==> src/rtl/traffic_light_monitor.sv <==
// Passive safety/sequencing checker for the traffic controller's light and pedestrian bus.
// Optional TLM_ERR_COUNT_EN adds err_count, a saturating count of cycles with a violation.
module traffic_light_monitor #(
   parameter int MIN_YELLOW = 3,
   parameter int MAX_STUCK  = 64
) (
   input  logic       clk,
   input  logic       rst_a,
   input  logic [2:0] main_north_lights,
   input  logic [2:0] main_south_lights,
   input  logic [2:0] local_east_lights,
   input  logic [2:0] local_west_lights,
   input  logic [3:0] ped_walk,
   input  logic       enable_l,
   input  logic       clr_err,
   output logic       err_conflict,
   output logic       err_encoding,
   output logic       err_transition,
   output logic       err_yellow_short,
   output logic       err_ped,
   output logic       err_stuck,
   output logic       fault,
   output logic [2:0] first_err_code,
   output logic [1:0] first_err_dir
`ifdef TLM_ERR_COUNT_EN
   ,
   output logic [7:0] err_count
`endif
);

   localparam int SW = $clog2(MAX_STUCK + 1);
   localparam int YW = $clog2(MIN_YELLOW + 1);
   localparam logic [2:0] RED = 3'b100;
   localparam logic [2:0] YEL = 3'b010;
   localparam logic [2:0] GRN = 3'b001;

   logic [3:0][2:0]    cur;
   logic [3:0][2:0]    prev_q;
   logic [3:0][YW-1:0] ycnt_q, ycnt_nxt;
   logic [SW-1:0]      stuck_q, stuck_nxt;

   logic       changed;
   logic       conflict_v, stuck_v, any_v;
   logic [3:0] enc_v, trans_v, ys_v, ped_v;
   logic [2:0] code_sel;
   logic [1:0] dir_sel;

   function automatic logic is_legal(input logic [2:0] v);
      return (v == RED) || (v == YEL) || (v == GRN);
   endfunction

   function automatic logic [1:0] low_idx(input logic [3:0] m);
      logic [1:0] r;
      r = 2'd0;
      for (int i = 3; i >= 0; i--) begin
         if (m[i]) r = 2'(i);
      end
      return r;
   endfunction

   assign cur = {local_west_lights, local_east_lights, main_south_lights, main_north_lights};

   always_comb begin
      changed    = (cur != prev_q);
      conflict_v = 1'b0;
      stuck_v    = 1'b0;
      enc_v      = '0;
      trans_v    = '0;
      ys_v       = '0;
      ped_v      = '0;
      stuck_nxt  = '0;
      ycnt_nxt   = '0;
      if (enable_l) begin
         if (changed)
            stuck_nxt = '0;
         else if (stuck_q == SW'(MAX_STUCK))
            stuck_nxt = stuck_q;
         else
            stuck_nxt = stuck_q + 1'b1;
         stuck_v    = (stuck_nxt == SW'(MAX_STUCK));
         conflict_v = ((cur[0] != RED) || (cur[1] != RED)) &&
                      ((cur[2] != RED) || (cur[3] != RED));
         for (int d = 0; d < 4; d++) begin
            if (cur[d] == YEL)
               ycnt_nxt[d] = (ycnt_q[d] == YW'(MIN_YELLOW)) ? ycnt_q[d] : ycnt_q[d] + 1'b1;
            // Steps touching an illegal code are reported as encoding only.
            enc_v[d]   = !is_legal(cur[d]) || !is_legal(prev_q[d]);
            trans_v[d] = !enc_v[d] &&
                         (((prev_q[d] == GRN) && (cur[d] == RED)) ||
                          ((prev_q[d] == YEL) && (cur[d] == GRN)) ||
                          ((prev_q[d] == RED) && (cur[d] == YEL)));
            ys_v[d]    = (prev_q[d] == YEL) && (cur[d] == RED) &&
                         (ycnt_q[d] < YW'(MIN_YELLOW));
            ped_v[d]   = ped_walk[d] && (cur[d] != RED);
         end
      end
   end

   always_comb begin
      code_sel = 3'd0;
      dir_sel  = 2'd0;
      if (conflict_v) begin
         code_sel = 3'd1;
      end else if (|enc_v) begin
         code_sel = 3'd2;
         dir_sel  = low_idx(enc_v);
      end else if (|trans_v) begin
         code_sel = 3'd3;
         dir_sel  = low_idx(trans_v);
      end else if (|ys_v) begin
         code_sel = 3'd4;
         dir_sel  = low_idx(ys_v);
      end else if (|ped_v) begin
         code_sel = 3'd5;
         dir_sel  = low_idx(ped_v);
      end else if (stuck_v) begin
         code_sel = 3'd6;
      end
   end

   assign any_v = (code_sel != 3'd0);

   always_ff @(posedge clk) begin
      if (rst_a) begin
         prev_q           <= {4{RED}};
         ycnt_q           <= '0;
         stuck_q          <= '0;
         err_conflict     <= 1'b0;
         err_encoding     <= 1'b0;
         err_transition   <= 1'b0;
         err_yellow_short <= 1'b0;
         err_ped          <= 1'b0;
         err_stuck        <= 1'b0;
         first_err_code   <= 3'd0;
         first_err_dir    <= 2'd0;
      end else begin
         prev_q           <= cur;
         ycnt_q           <= ycnt_nxt;
         stuck_q          <= stuck_nxt;
         // A violation in the clearing cycle survives the clear.
         err_conflict     <= (err_conflict     & ~clr_err) | conflict_v;
         err_encoding     <= (err_encoding     & ~clr_err) | (|enc_v);
         err_transition   <= (err_transition   & ~clr_err) | (|trans_v);
         err_yellow_short <= (err_yellow_short & ~clr_err) | (|ys_v);
         err_ped          <= (err_ped          & ~clr_err) | (|ped_v);
         err_stuck        <= (err_stuck        & ~clr_err) | stuck_v;
         if (clr_err || (first_err_code == 3'd0)) begin
            first_err_code <= code_sel;
            first_err_dir  <= dir_sel;
         end
      end
   end

   assign fault = err_conflict | err_encoding | err_transition |
                  err_yellow_short | err_ped | err_stuck;

`ifdef TLM_ERR_COUNT_EN
   always_ff @(posedge clk) begin
      if (rst_a) begin
         err_count <= 8'd0;
      end else if (any_v) begin
         if (clr_err)
            err_count <= 8'd1;
         else if (err_count != 8'hff)
            err_count <= err_count + 8'd1;
      end else if (clr_err) begin
         err_count <= 8'd0;
      end
   end
`endif

endmodule

==> config.mk <==
export PLATFORM = sky130hd
export DESIGN_NAME = traffic_light_monitor
export DESIGN_NICKNAME = d
export VERILOG_FILES = /design/src/rtl/traffic_light_monitor.sv
export SDC_FILE = /design/constraint.sdc
export NUM_CORES = 1
export LEC_CHECK = 0
export BUFFER_PORTS_ARGS = -buffer_cell sky130_fd_sc_hd__buf_2
export CORE_AREA = 2 2 74 76
export DETAILED_ROUTE_END_ITERATION = 16
export DIE_AREA = 0 0 76 78
export GPL_ROUTABILITY_DRIVEN = 0
export HOLD_SLACK_MARGIN = 0.08
export PLACE_DENSITY = 0.75
export SLEW_MARGIN = 0
export SYNTH_ARGS = -nofsm -noshare
export SYNTH_HDL_FRONTEND = slang
export SYNTH_SLANG_ARGS = --single-unit
export TNS_END_PERCENT = 1
==> constraint.sdc <==
create_clock -name clk -period 3.35 [get_ports clk]
set_clock_uncertainty 0.05 [all_clocks]
set_input_delay 0.5025 -clock clk [delete_from_list [all_inputs] [get_ports clk]]
set_output_delay 0.5025 -clock clk [all_outputs]
set_load 0.05 [all_outputs]
==> results of run 1 <==
-- cells in the mapped netlist (6+ instances only) --
| master | count |
|---|---|
| nand4_1 | 10 |
| nand2b_1 | 7 |
| nor2b_1 | 10 |
| inv_1 | 8 |
| nand3_1 | 9 |
| dfxtp_1 | 38 |
| ha_1 | 6 |
| xor2_1 | 10 |
| nor2_1 | 33 |
| nand2_1 | 19 |
| clkbuf_1 | 10 |
| nor4_1 | 10 |
| nor4bb_1 | 6 |
| xnor2_1 | 19 |
| a21oi_1 | 12 |
-- per-layer routing --
metal	GRT usage (%)	share of wire [%]	wire [um]	up-vias
met5	0	0	0	-
met4	6.73	1.6	86	0
met3	4.88	4.0	210	9
met2	31.4	47	2470	37
met1	23.9	47	2480	969
li1	-	-	-	1061
-- cell families (layout without fill, tap and decap cells) --
logic type | after synthesis | count (layout)
flops | 38 | 38
fa+ha+maj | 6 | 6
xor+xnor | 29 | 29
buf+inv | 24 | 47
mux | 4 | 4
simple gates | 132 | 132
compound gates | 50 | 50
-- flip-flops by register name, indices dropped and copies added (netlist names) --
| signal | cells |
|---|---|
| err_conflict | 1 |
| err_encoding | 1 |
| err_ped | 1 |
| err_stuck | 1 |
| err_transition | 1 |
| err_yellow_short | 1 |
| first_err_code | 3 |
| first_err_dir | 2 |
| prev_q | 12 |
| stuck_q | 7 |
| ycnt_q | 8 |
-- power by group through the flow --
stage	clock network [mW]	logic, mW	registers, mW
2_1_floorplan	0	0.118	0.522
3_3_place_gp	0	0.184	0.497
3_5_place_dp	0	0.186	0.498
4_1_cts	0.484	0.187	0.487
5_1_grt	0.503	0.206	0.491
6_report	0.474	0.187	0.488
-- worst paths after layout --
check / start / end / slack (ns) / cells past startpoint
worst min-delay path: first_err_code[2] / first_err_code[2] / 0.43 / 2
worst max-delay path: local_east_lights[0] / first_err_code[1] / 1.02 / 7
worst min register to register: first_err_code[2] / first_err_code[2] / 0.43 / 2
worst max register to register: prev_q[10] / first_err_dir[1] / 1.14 / 6
-- layout by cell type, fill, tap and decap left out, types with 4 or more instances in the layout --
master / count
nand2b_1: 7
nand3_1: 9
nor4bb_1: 6
nor2b_1: 10
or2_2: 5
nor4_1: 10
clkbuf_8: 5
ha_1: 6
dfxtp_1: 38
xor2_1: 10
mux2i_1: 4
buf_2: 31
a21oi_1: 12
nand4_1: 10
nor2_1: 33
nor3_1: 4
xnor2_1: 19
nand2_1: 19
nor3b_1: 5
inv_1: 8
-- critical path: stages --
cell and delay, ns:
buf_2 0.16, or3b_4 0.41, a222oi_1 0.36, nand4_1 0.24
o31ai_4 0.43, o211ai_1 0.16, a22o_1 0.21
-- final cells by class --
type	instances	area, um2	area share [%]
Clock buffer	5	68.8	2.59
Clock inverter	3	68.8	2.59
Inverter	8	30.0	1.13
Multi-Input combinational cell	221	1490	55.9
Sequential cell	38	761	28.6
Tap cell	70	87.6	3.30
Timing Repair Buffer	31	155	5.84
-- through the flow --
| stage | power, mW | utilization (%) | instances |
|---|---|---|---|
| after CTS | 1.16 | 52.7 | 376 |
| after detailed placement | 0.683 | 50.0 | 368 |
| final | 1.15 | 52.7 | 376 |
| after global routing | 1.20 | 52.7 | 376 |
| after floorplan | 0.640 | - | 283 |
| after global placement | 0.681 | 50.0 | 368 |
==> metrics, run 1 <==
status=complete, no violations; initial core utilization=46.7%; Clock Power Share=41.3%; Max VDD drop=0.287 mV; Clk Latency, worst-skew pair=0.30 ns; DP Wirelength=3.86 mm; postcts setup bufs=0; CP Data Required Time=3.50 ns; DRT Wirelength=5.24 mm; worst min-delay path class=reg2reg; Port Buffer Count=31; kind of critical path=in2reg; routed vias/inst=5.52; core area=5040 um2; critical path fanouts, max=9; Cell Area, Synth=2350 um2; grt ovf=0; combinational power share=16.2%; layout cells sized above 1=16.0%; routed len/inst=13.9 um; DIE AREA=5930 um2; pre-CTS setup slack=0.723 ns; I/O pins=32; chip height=78 um; Nets=331; Fin. Hold Viols=0; P_sw=0.312 mW; min Tclk post-route=2.33 ns; actual slew at the worst max-slew pin=0.604 ns; CP arrival=2.48 ns; CTS clk-pin slew, worst paths=0.09 ns; RSZ-0062 raised after global routing=false; EDFF count, synth=0; CTS max path bufs=2; Simple-Gate Fraction of Synth Area=31.0%; Netlist cell types=57; leakage dissipation=1.03 nW; fin area=2660 um2; drt drc=0; post_cts resized=0; worst hold slack=0.429 ns; FILL cells=473; Yosys Warn Count=0; Internal Power=0.837 mW; syn nets=309; Placed Area=2520 um2; first-pass GRT wire length=9.14 mm; via count=2076; cell taking the most area after synthesis=dfxtp_1; htree depth=2; Root Buffer=clkbuf_8; Reg power frac=42.5%; Die X-Extent=76 um; FF+latch count, synth=38; Post-CTS Hold Fix Bufs=0; cells after synthesis=283; relative slew slack=59.3%; mux contribution to synthesized area=1.70%; post-synthesis adder-cell area fraction=3.19%; Yosys top cell area share=32.3%; register area share after synthesis=32.3%; fmax=429 MHz; largest family of logic cells by synthesized area=simple AND/OR/NAND/NOR gates; max_cap viols=0; vias in the first global route=1968; post-route ant nets=0; XOR/XNOR Fraction of Synth Area=10.8%; clk sink count=38; initial antenna violation count=0; synthesized area per cell=8.32 um2; CTS tree=built; Tot GR Track Use=18.9%; ys async rst share=0%; number of CTS-inserted buffers=5; Synth area leaders=dfxtp_1 (32%), xnor2_1 (7.1%), nor2_1 (5.3%), xor2_1 (3.7%), ha_1 (3.2%); Synth Area in Compound Gates=16.5%; sw frac=27.2%; Final period util=69.6%; CP endpoint kind=register; Antenna Cells=0; crit start category=input port; row cnt=26; pin count of the biggest net entering global routing=25; Post-synth top flop=dfxtp_1; Cell Pwr Density=432 nW/um2; Post-Route Setup TNS=0 ns; first-pass iteration count of the detailed router=4; Layout area overhead=12.9%; Max Slew Vio Count=0; 1st-iter DRT viols=70; Setup WS post-layout=1.02 ns; Finish-stage setup viols=0
Note: power is estimated with default switching activity, not from simulation.
==> inputs of run 2 (changes only) <==
==> constraint.sdc (replaced) <==
create_clock -name clk -period 2.3 [get_ports clk]
set_clock_uncertainty 0.05 [all_clocks]
set_input_delay 0.345 -clock clk [delete_from_list [all_inputs] [get_ports clk]]
set_output_delay 0.345 -clock clk [all_outputs]
set_load 0.05 [all_outputs]
==> run 2 against run 1 <==
Via count up 3.4%; die area unchanged; final area up 2.4%; highest routed layer unchanged.
==> metrics, run 2 (synthesized netlist as in run 1, its figures left out) <==
via count=2147 (was 2076); Finish-stage setup viols=0 (unchanged); Layout area overhead=15.6% (was 12.9%); Post-CTS Hold Fix Bufs=0 (unchanged); DRT Wirelength=5.27 mm (was 5.24 mm); drt drc=0 (unchanged); 1st-iter DRT viols=133 (was 70); leakage dissipation=1.08 nW (was 1.03 nW); FILL cells=477 (was 473); I/O pins=32 (unchanged); row cnt=26 (unchanged); Tot GR Track Use=18.4% (was 18.9%); clk sink count=38 (unchanged); Max VDD drop=0.366 mV (was 0.287 mV); Antenna Cells=0 (unchanged); Root Buffer=clkbuf_8 (unchanged); first-pass GRT wire length=8.94 mm (was 9.14 mm); grt ovf=0 (unchanged); post_cts resized=0 (unchanged); Nets=347 (was 331); Buf/Inv on CP=1 (unchanged); commonest non-fill, non-tap cells in the layout=dfxtp_1 (38), nor2_1 (33), buf_2 (31) (unchanged); CP endpoint kind=register (unchanged); post-route ant nets=0 (unchanged); number of CTS-inserted buffers=5 (unchanged); worst min-delay path class=in2reg (was reg2reg); CP Cell Sequence=buf_4 > or3b_2 > or4_1 > nand2_1 > a21oi_1 > o211a_1 > o41ai_1 (was buf_2 > or3b_4 > a222oi_1 > nand4_1 > o31ai_4 > o211ai_1 > a22o_1); CP Data Required Time=2.44 ns (was 3.50 ns); min-delay src=main_north_lights[2] (was first_err_code[2]); DP Wirelength=4.06 mm (was 3.86 mm); routed len/inst=13.5 um (was 13.9 um); core area=5040 um2 (unchanged); max_cap viols=0 (unchanged); pin count of the biggest net entering global routing=17 (was 25); relative slew slack=58.7% (was 59.3%); fin util=54.0% (was 52.7%); CP arrival=2.30 ns (was 2.48 ns); CTS max path bufs=2 (unchanged); min Tclk post-route=2.16 ns; actual slew at the worst max-slew pin=0.612 ns (was 0.604 ns); Worst Setup SP=prev_q[11] (was local_east_lights[0]); Die X-Extent=76 um (unchanged); Fin. Hold Viols=0 (unchanged); initial core utilization=46.7% (unchanged); CTS tree=built (unchanged); kind of critical path=reg2reg (was in2reg); Port Buffer Count=31 (unchanged); Crit path largest cell delay=0.48 ns (was 0.43 ns); fmax=463 MHz; number of flip-flops in the largest register=12 (unchanged); DIE AREA=5930 um2 (unchanged); chip height=78 um (unchanged); crit start category=register (was input port); Clk Latency, worst-skew pair=0.29 ns (was 0.30 ns); total power=1.45 mW (was 1.15 mW); layout cells sized above 1=19.7% (was 16.0%); status=complete, no violations (unchanged); Final period util=93.9%; first-pass iteration count of the detailed router=4 (unchanged); CTS clk-pin slew, worst paths=0.07 ns (was 0.09 ns); critical path fanouts, max=5 (was 9); worst r2r src=prev_q[11] (was prev_q[10]); vias in the first global route=1922 (was 1968); initial antenna violation count=0 (unchanged); postcts setup bufs=0 (unchanged); commonest non-fill, non-tap cell in the layout=dfxtp_1 (unchanged); routed vias/inst=5.51 (was 5.52); critical path's slowest cell=or3b_2 (was o31ai_4); Largest regs=prev_q (12), ycnt_q (8), stuck_q (7) (unchanged); Max Slew Vio Count=0 (unchanged); RSZ-0062 raised after global routing=false (unchanged); Cell Pwr Density=534 nW/um2 (was 432 nW/um2); htree depth=2 (unchanged); largest delay contributor family on the critical path=simple AND/OR/NAND/NOR gates (was compound AO/OA/AOI/OAI gates); largest reg by FF count=prev_q (unchanged)
-- run 2: cell types whose count changed in the layout (fill, tap and decap cells not counted), sizes merged --
cell    delta
clkinv     -1
bufinv     -2
clkbuf     +1
buf       +16
-- run 2: final timing paths --
kind	endpoint	slack (ns)	cells past startpoint
max	first_err_dir[1]	0.14	7
max reg2reg	first_err_dir[1]	0.14	7
min	ycnt_q[0]	0.29	2
min reg2reg	first_err_code[2]	0.42	2
-- run 2: final cells by class --
type / count / area (um2) / area share [%]
Tap cell: 70 / 87.6 / 3.22
Multi-Input combinational cell: 221 / 1490 / 54.6
Clock buffer: 6 / 82.6 / 3.03
Sequential cell: 38 / 761 / 27.9
Timing Repair Buffer: 47 / 275 / 10.1
Inverter: 8 / 30.0 / 1.10
-- run 2: routing by layer --
metal	part of all wire, %	wire length, um	vias to the layer above	GRT usage, %
li1	-	-	1094	-
met1	48	2560	996	24.9
met2	46	2420	47	28.7
met3	4.2	224	10	4.88
met4	1.4	72	0	5.64
met5	0	0	-	0
-- run 2: worst register-to-register path, stage by stage, from the launching register on --
cell and delay (ns):
dfxtp_1 0.33, buf_4 0.15, or3b_2 0.48, or4_1 0.43
nand2_1 0.14, a21oi_1 0.06, o211a_1 0.21, o41ai_1 0.21
-- run 2: stage by stage --
step	setup WS, ns	hold slack, ns	cells	cell area (um2)	setup TNS, ns
after CTS	0.0967	0.285	390	2720	0
after global routing	0.0520	0.288	390	2720	0
after detailed placement	-0.187	0.410	384	2640	-0.803
final	0.141	0.288	390	2720	0
after floorplan	0.0620	0.430	283	2350	0
after global placement	-0.0591	0.408	384	2640	-0.116
-- run 2: power breakdown --
group	switching [mW]	internal [mW]
Clock	0.218	0.231
Sequential	0.0266	0.683
Combinational	0.176	0.119
